===== src/rtl/uart_tx_top_if.sv =====
// Register-bus port of uart_tx_top: 2-bit select, write strobe/data and
// combinational read data.
interface uart_tx_top_if;
    logic [1:0]  a;
    logic        we;
    logic [31:0] wd;
    logic [31:0] rd;

    modport master (output a, we, wd, input rd);
    modport slave  (input a, we, wd, output rd);
endinterface


===== src/rtl/uart_tx_top.sv =====
// Memory-mapped UART transmitter: DEPTH-entry byte FIFO feeding an 8N1 serialiser.
// Define UART_TX_PARITY_EN to insert an even-parity bit between data and stop.
module uart_tx_top #(
    parameter int unsigned DEPTH       = 4,
    parameter logic [15:0] DEFAULT_DIV = 16'd868
) (
    input  logic         clk,
    input  logic         rst,
    uart_tx_top_if.slave bus,
    output logic         txd,
    output logic         irq
);
    localparam int unsigned PW = $clog2(DEPTH);
    localparam int unsigned CW = PW + 1;

`ifdef UART_TX_PARITY_EN
    typedef enum logic [2:0] {IDLE, START, DATA, PARITY, STOP} state_t;
    localparam logic PAR_EN = 1'b1;
`else
    typedef enum logic [1:0] {IDLE, START, DATA, STOP} state_t;
    localparam logic PAR_EN = 1'b0;
`endif

    state_t        r_state, w_state_nxt;
    logic [15:0]   r_div, r_bit_div, r_baud;
    logic          r_en, r_ovf;
    logic [7:0]    r_mem [DEPTH];
    logic [PW-1:0] r_wptr, r_rptr;
    logic [CW-1:0] r_count;
    logic [7:0]    r_shift;
    logic [2:0]    r_bitcnt;
`ifdef UART_TX_PARITY_EN
    logic          r_par;
`endif

    logic        w_empty, w_full, w_busy, w_push, w_pop, w_ovf_set, w_bit_end;
    logic        w_wr_data, w_wr_status, w_wr_div, w_wr_ctrl;
    logic [15:0] w_div_eff;
    logic        w_unused_wd;

    assign w_wr_data   = bus.we && (bus.a == 2'd0);
    assign w_wr_status = bus.we && (bus.a == 2'd1);
    assign w_wr_div    = bus.we && (bus.a == 2'd2);
    assign w_wr_ctrl   = bus.we && (bus.a == 2'd3);
    assign w_unused_wd = ^bus.wd[31:16];

    assign w_empty   = (r_count == '0);
    assign w_full    = (r_count == CW'(DEPTH));
    assign w_busy    = (r_state != IDLE);
    assign w_div_eff = (r_div == '0) ? 16'd1 : r_div;
    assign w_bit_end = (r_baud == r_bit_div - 16'd1);

    // A pop in the same cycle frees a slot, so a push into a full FIFO still lands.
    assign w_push    = w_wr_data && (!w_full || w_pop);
    assign w_ovf_set = w_wr_data && w_full && !w_pop;

    assign irq = r_en && w_empty && !w_busy;

    always_ff @(posedge clk or negedge rst) begin
        if (!rst) begin
            r_div <= DEFAULT_DIV;
            r_en  <= 1'b0;
            r_ovf <= 1'b0;
        end else begin
            if (w_wr_div)
                r_div <= bus.wd[15:0];
            if (w_wr_ctrl)
                r_en <= bus.wd[0];
            if (w_wr_status)
                r_ovf <= 1'b0;
            else if (w_ovf_set)
                r_ovf <= 1'b1;
        end
    end

    always_ff @(posedge clk or negedge rst) begin
        if (!rst) begin
            r_wptr  <= '0;
            r_rptr  <= '0;
            r_count <= '0;
        end else begin
            if (w_push)
                r_wptr <= r_wptr + PW'(1);
            if (w_pop)
                r_rptr <= r_rptr + PW'(1);
            if (w_push && !w_pop)
                r_count <= r_count + CW'(1);
            else if (w_pop && !w_push)
                r_count <= r_count - CW'(1);
        end
    end

    always_ff @(posedge clk) begin
        if (w_push)
            r_mem[r_wptr] <= bus.wd[7:0];
    end

    // Baud period is re-sampled at every bit start, so DIV writes apply from the next bit.
    always_ff @(posedge clk or negedge rst) begin
        if (!rst) begin
            r_state   <= IDLE;
            r_shift   <= '0;
            r_bitcnt  <= '0;
            r_baud    <= '0;
            r_bit_div <= 16'd1;
`ifdef UART_TX_PARITY_EN
            r_par     <= 1'b0;
`endif
        end else begin
            r_state <= w_state_nxt;
            if (w_pop) begin
                r_shift   <= r_mem[r_rptr];
                r_bitcnt  <= '0;
                r_baud    <= '0;
                r_bit_div <= w_div_eff;
`ifdef UART_TX_PARITY_EN
                r_par     <= ^r_mem[r_rptr];
`endif
            end else if (w_busy) begin
                if (w_bit_end) begin
                    r_baud    <= '0;
                    r_bit_div <= w_div_eff;
                    if (r_state == DATA) begin
                        r_shift  <= {1'b0, r_shift[7:1]};
                        r_bitcnt <= r_bitcnt + 3'd1;
                    end
                end else begin
                    r_baud <= r_baud + 16'd1;
                end
            end
        end
    end

    always_comb begin
        w_state_nxt = r_state;
        w_pop       = 1'b0;
        txd         = 1'b1;
        case (r_state)
            IDLE: begin
                if (r_en && !w_empty) begin
                    w_pop       = 1'b1;
                    w_state_nxt = START;
                end
            end
            START: begin
                txd = 1'b0;
                if (w_bit_end)
                    w_state_nxt = DATA;
            end
            DATA: begin
                txd = r_shift[0];
                if (w_bit_end && (r_bitcnt == 3'd7))
`ifdef UART_TX_PARITY_EN
                    w_state_nxt = PARITY;
`else
                    w_state_nxt = STOP;
`endif
            end
`ifdef UART_TX_PARITY_EN
            PARITY: begin
                txd = r_par;
                if (w_bit_end)
                    w_state_nxt = STOP;
            end
`endif
            STOP: begin
                if (w_bit_end)
                    w_state_nxt = IDLE;
            end
            default: w_state_nxt = IDLE;
        endcase
    end

    always_comb begin
        bus.rd = '0;
        case (bus.a)
            2'd1:    bus.rd = {27'b0, PAR_EN, r_ovf, w_busy, w_full, w_empty};
            2'd2:    bus.rd = {16'b0, r_div};
            2'd3:    bus.rd = {31'b0, r_en};
            default: bus.rd = '0;
        endcase
    end
endmodule

===== src/flat_wrapper.sv =====
// flat-port wrapper written by rule: the top's interface ports become plain ports
module uart_tx_top_flat 
#(
    parameter int unsigned DEPTH       = 4,
    parameter logic [15:0] DEFAULT_DIV = 16'd868
)
  (clk, rst, txd, irq, bus_a, bus_we, bus_wd, bus_rd);
  uart_tx_top_if bus_i ();
  input  logic clk;
  input  logic rst;
  output logic txd;
  output logic irq;
  input wire logic [$bits(bus_i.a)-1:0] bus_a;
  input wire logic [$bits(bus_i.we)-1:0] bus_we;
  input wire logic [$bits(bus_i.wd)-1:0] bus_wd;
  output wire logic [$bits(bus_i.rd)-1:0] bus_rd;
  assign bus_i.a = bus_a;
  assign bus_i.we = bus_we;
  assign bus_i.wd = bus_wd;
  assign bus_rd = bus_i.rd;
  uart_tx_top #(.DEPTH(DEPTH), .DEFAULT_DIV(DEFAULT_DIV)) u_core (.clk(clk), .rst(rst), .bus(bus_i), .txd(txd), .irq(irq));
endmodule

===== config.mk =====
export PLATFORM = sky130hd
export DESIGN_NAME = uart_tx_top_flat
export DESIGN_NICKNAME = d
export VERILOG_FILES = /design/src/rtl/uart_tx_top_if.sv /design/src/rtl/uart_tx_top.sv /design/src/flat_wrapper.sv
export SDC_FILE = /design/constraint.sdc
export NUM_CORES = 1
export LEC_CHECK = 0
export CORE_UTILIZATION = 55
export DETAILED_ROUTE_END_ITERATION = 16
export GPL_ROUTABILITY_DRIVEN = 0
export PLACE_DENSITY = 0.8
export SYNTH_ARGS = -nofsm -noshare
export SYNTH_HDL_FRONTEND = slang
export SYNTH_SLANG_ARGS = --single-unit

===== constraint.sdc =====
create_clock -name clk -period 3.27 [get_ports clk]
set_input_delay 0.654 -clock clk [delete_from_list [all_inputs] [get_ports clk]]
set_output_delay 0.654 -clock clk [all_outputs]
set_load 0.05 [all_outputs]

==> reports/metrics.cfg <==
[die]
rows = 35
pin_count = 71
fp.dieW_um = 99.7
die_h_um = 99.7
initial_core_util = 0.568
dieArea_um2 = 9940
core-area_um2 = 9240

[global_routing]
grt_pass1_vias = 3496
antenna_found_initial = 0
grt_max_degree = 33
grt.total_usage = 0.237
grt_first_pass_wirelength_um = 17800
grt_overflow_total = 0

[logic_synthesis]
syn-mean-instance-area_um2 = 12.2
synth_top_area_share = 0.305
async_reset_ff_frac = 0.686
synthTopCellsByArea = dfrtp_1 (31%), edfxtp_1 (18%), mux2_2 (9.4%)
yosys_warnings = 0
synth-edff-count = 32
synth_ff_type = dfrtp_1
synth_cell_types = 56
synth_area_leader_cell = dfrtp_1
ys_ff_latch = 102
seq_area_frac_synth = 0.518
syn-cell-area_um2 = 5250
synthCells = 431

[sta]
setup_viol = 0
fmax_mhz = 321
final-hold-violation-count = 0
fin_crit_ns = 3.11
tns_ns = 0
period_share = 0.952
fin_skew_ns = 0.0104
finalMaxSlewViolations = 0
tightest_slew_ns = 0.759
setup_ws_ns = 0.156
whs_ns = 0.332
rsz0062_at_grt = false
slew_headroom = 0.494

[job]
drv_cap = 0

[worst_setup_path]
cp_max_fo = 8
crit_arrival_ns = 3.38
critPathCaptureType = flip-flop
slowest_delay_ns = 0.52
crit_family = simple AND/OR/NAND/NOR gates
required_ns = 3.54
path_cells = inv_1, ha_2, or4b_4, or4_1, and3_1, and4b_4, and3_4, o21ai_4, mux2_2
path_class = flip-flop to flip-flop
slowest_stage = or4b_4
crit_buf_inv = 1
critPathLaunchType = flip-flop

[clocking]
cts_buffers = 9
cts_tree = built
cts_max_level = 3
cts_hold_buffers = 0
cts.sinks = 102
cts_buffer_depth = 2
clk_latency_ns = 0.38
cts_root_buf = clkbuf_8
clk_pin_slew_ns = 0.12

[pwr]
vdd.ir_drop.worst_uv = 446
total_power_mw = 4.87
p_comb_frac = 0.417
pwr-share-seq = 0.415
switching_share = 0.396
p_clk_frac = 0.168
power_per_cell_area_nw_per_um2 = 795
p_int_mw = 2.94
leakagePower_nw = 2.46
power_switching_mw = 1.93

[cells_and_area]
drive_gt1_frac = 0.235
fin_nets = 527
post-route-util = 0.663
area_delta_synth_final_pct = 16.8
n_antenna_cell = 0

[worst_hold_path]
hold_path_class = input port to async pin

[route]
wl_per_cell_um = 17.8
remaining_drc_errors = 0
vias = 3499
drt-initial-drc-count = 282
vias_per_cell = 5.74
wl_um = 10900
final_antenna_net_count = 0
detail_route.first_pass.iterations = 4

[placement]
pre_cts_ws_ns = 0.0903
port_buffers = 38
dp_hpwl_um = 7940

[status]
status = completed

cell families (layout without fill, tap and decap cells):
group	Yosys count	after routing	share of synthesized area
flip-flops	102	102	0.518
multiplexers	56	56	0.137
XOR/XNOR	29	29	0.0484
other	1	16	0.000715
AND/OR/NAND/NOR	121	121	0.129
adder cells (fa/ha/maj)	14	14	0.0348
buffers and inverters	42	77	0.0451
AO/OA/AOI/OAI	66	66	0.0868
cells in the final DEF (no fill, tap or decap), types with 9 or more instances in the layout:
master | Yosys | layout
dfrtp_1 | 64 | 64
mux2_2 | 44 | 44
edfxtp_1 | 32 | 32
nand2_1 | 24 | 24
o21ai_0 | 22 | 22
clkdlybuf4s50_1 | 0 | 21
and2_1 | 17 | 17
xnor2_1 | 17 | 17
buf_12 | 0 | 17
conb_1 | 1 | 16
nand3_1 | 15 | 15
nor2_1 | 12 | 12
inv_1 | 12 | 12
xor2_1 | 12 | 12
a21oi_1 | 12 | 12
ha_1 | 13 | 12
buf_4 | 16 | 10
and3_1 | 10 | 9
clkbuf_8 | 0 | 9
per-stage QoR:
| step | area, um2 | instances |
|---|---|---|
| floorplan | 5300 | 446 |
| global placement | 5880 | 593 |
| detailed placement | 5880 | 593 |
| CTS | 6100 | 609 |
| global route | 6130 | 610 |
| finish | 6130 | 610 |
Yosys cell counts (all sizes together) (2+ instances only):
cell    number
clkbuf       7
xor2        12
or4          3
a22o         8
o311ai       5
dfrtp       64
nor2        13
or3          5
o21ai       24
edfxtp      32
nand3       15
nor3         8
a21oi       13
nor2b        8
mux2        46
nor4         9
nand2       24
a21o         3
mux2i        2
and2        17
and3        10
inv         12
a31oi        2
a211oi       3
buf         23
mux4         8
nor3b        3
dfstp        6
xnor2       17
ha          13
layout make-up:
cell class | count | area, um2
clock buffer | 9 | 124
inverter | 12 | 45.0
multi-input combinational | 302 | 2350
clock inverter | 7 | 91.3
tap | 129 | 161
sequential | 102 | 2720
fill | 678 | 3110
timing repair buffer | 49 | 631
worst reg2reg max path, delay by kind of cell, from the launching register on:
family / cells / cell delay, ns
multiplexers: 1 / 0.38
flip-flops: 1 / 0.41
adder cells (fa/ha/maj): 1 / 0.23
AND/OR/NAND/NOR: 5 / 1.61
buffers and inverters: 1 / 0.10
AO/OA/AOI/OAI: 1 / 0.29
power groups by stage:
stage | Sequential (mW) | Clock [mW] | Combinational [mW]
detailed placement | 2.04 | 0 | 1.98
finish | 2.02 | 0.816 | 2.03
CTS | 2.01 | 0.833 | 1.98
global placement | 2.01 | 0 | 1.88
global route | 2.07 | 0.875 | 2.21
floorplan | 1.85 | 0 | 1.59
registers in the layout, indices dropped and copies added, names as in the netlist, 3 cells and up:
signal,count
u_core.r_baud,16
u_core.r_bit_div,16
u_core.r_bitcnt,3
u_core.r_count,3
u_core.r_div,16
u_core.r_mem,32
u_core.r_shift,8
worst paths after layout:
path / end / slack (ns) / depth (start not counted) / start
max in group asynchronous: u_core.r_baud[13] / 2.11 / 2 / rst
min in group clk: u_core.r_count[2] / 0.51 / 1 / u_core.r_count[2]
min: u_core.r_wptr[1] / 0.33 / 1 / rst
max: u_core.r_shift[5] / 0.16 / 9 / u_core.r_bit_div[1]
min reg2reg: u_core.r_count[2] / 0.51 / 1 / u_core.r_count[2]
max reg2reg: u_core.r_shift[5] / 0.16 / 9 / u_core.r_bit_div[1]
per-layer routing:
metal | track usage | up-vias | share of wire
met4 | 0.0848 | 0 | 0.017
met2 | 0.378 | 109 | 0.49
met3 | 0.0401 | 15 | 0.053
met5 | 0 | - | 0
li1 | - | 1635 | -
met1 | 0.331 | 1740 | 0.44
what timing repair did:
| item | 4_1_cts | 5_1_grt |
|---|---|---|
| resized for setup | 0 | 3 |
| setup endpoints to repair | 0 | 21 |
| setup buffers | 0 | 1 |
Note: power is estimated with default switching activity, not from simulation.
==> variant, RTL diff (same settings) <==
Build with the macro `UART_TX_PARITY_EN` defined.
--- a/src/rtl/uart_tx_top.sv
+++ b/src/rtl/uart_tx_top.sv
@@ -1,5 +1,7 @@
 // Memory-mapped UART transmitter: DEPTH-entry byte FIFO feeding an 8N1 serialiser.
 // Define UART_TX_PARITY_EN to insert an even-parity bit between data and stop.
+`define UART_TX_PARITY_EN
+
 module uart_tx_top #(
     parameter int unsigned DEPTH       = 4,
     parameter logic [15:0] DEFAULT_DIV = 16'd868
Formal check against the unedited RTL: not equivalent (Yosys sat finds a counterexample within 4 cycles, from zero or initial values and one cycle with rst low).
==> variant against the original RTL <==
Via count fell by 0.37%; global-route usage fell by 1.2 points; cell area rose by 0.74%; sequential cell count rose by 2; final cell count rose by 0.49%; sequential power fell by 4%; routed wire length fell by 5.8%; first-iteration DRC count fell by 25%; critical path depth fell by 1; total power fell by 10%; setup slack got worse by 0.019 ns; synthesized area rose by 0.64%.
==> variant: results <==
metrics = {
    "run_status": {
        "status": "finished, final reports clean",
    },
    "worst_setup_path": {
        "r2r_slack_ns": 0.14,
        "endpoint": "u_core.r_bit_div[7]$_DFFE_PN0P_",
        "r2r_start": "u_core.r_bit_div[6]$_DFFE_PN0P_",
        "critical_path_class": "flop to flop",
        "reg2reg_depth": 8,
        "slowest_stage": "or4_4",
        "cp_top_family": "simple AND/OR/NAND/NOR gates",
        "critPathMaxFanout": 30,
        "crit_path_max_incr_delay_ns": 0.55,
        "critPathArrivalTime_ns": 3.40,
    },
    "timing": {
        "whs_ns": 0.281,
        "setup_viol": 0,
        "fmax_mhz": 319,
        "maxSlewHeadroom": 0.523,
        "skew_ns": 0.0129,
    },
    "logic_synthesis": {
        "async_flop_share": 0.692,
        "synth_commonest_cells": "66 x dfrtp_1, 44 x mux2_2, 32 x edfxtp_1, 28 x nor2_1, 25 x xnor2_1",
        "avgSynthCellArea_sq_um": 12.2,
        "synthTopCellsByArea": "dfrtp_1 31%, edfxtp_1 18%, mux2_2 9.4%",
        "synthDistinctLibCells": 55,
        "yosysSeqAreaShare": 0.525,
        "ys_warn_count": 0,
    },
    "route": {
        "drtIter0Drc": 212,
        "wl_per_cell_microns": 16.7,
        "drt_first_pass_iters": 5,
        "vias_per_cell": 5.69,
    },
    "place": {
        "place_area_sq_um": 5950,
        "post-place-ws_ns": 0.0847,
        "place_inst": 597,
        "dp_hpwl_microns": 7300,
    },
    "pwr": {
        "ir_worst_vdd_mv": 0.409,
        "power.leakage_nw": 2.54,
        "swShare": 0.377,
        "pwr-share-seq": 0.445,
        "power.internal_mw": 2.72,
        "clockPowerShare": 0.190,
    },
    "finish": {
        "regArea_sq_um": 2770,
        "finalNetCount": 526,
        "drive_gt1_frac": 0.233,
        "fill_cells": 653,
        "fin_cells": 613,
        "diodes": 0,
    },
    "global_routing": {
        "grt_pass1_vias": 3411,
        "grt_usage": 0.226,
        "grt_max_degree": 73,
        "antenna_found_initial": 0,
        "grt_first_pass_wirelength_microns": 17200,
    },
    "clock_network": {
        "clk_latency_ns": 0.38,
        "clock_path_buffers": 2,
    },
    "flow_run": {
        "cap_viol_max_count": 0,
    },
}
-- variant: logic make-up (layout without fill, tap and decap cells) --
family,after synthesis,in the layout,share of synthesized area
xor gates and xnor gates,45,45,0.0746
adders and majority gates,10,10,0.0251
and+or+nand+nor,136,136,0.137
DFF,104,104,0.525
other,1,16,0.000710
muxes,56,56,0.136
buffers and inverters,43,78,0.0471
AOI/OAI and AO/OA,39,39,0.0552
-- variant: layout make-up --
cell class,count,share of cell area
Timing Repair Buffer,52,0.108
Sequential cell,104,0.449
Multi-Input combinational cell,302,0.376
Clock buffer,9,0.0201
Tap cell,129,0.0262
Inverter,10,0.00608
Clock inverter,7,0.0148
-- variant: repair_timing --
| action | in CTS | in global routing |
|---|---|---|
| gates resized for setup | 0 | 1 |
| buffers inserted | 0 | 0 |
| setup endpoints to repair | 0 | 23 |
-- variant: metal layers --
metal	share of wire	GRT usage	up-vias
met2	0.49	0.362	110
met3	0.051	0.0481	22
met1	0.44	0.305	1740
met4	0.019	0.0858	0
met5	0	0	-
li1	-	-	1614
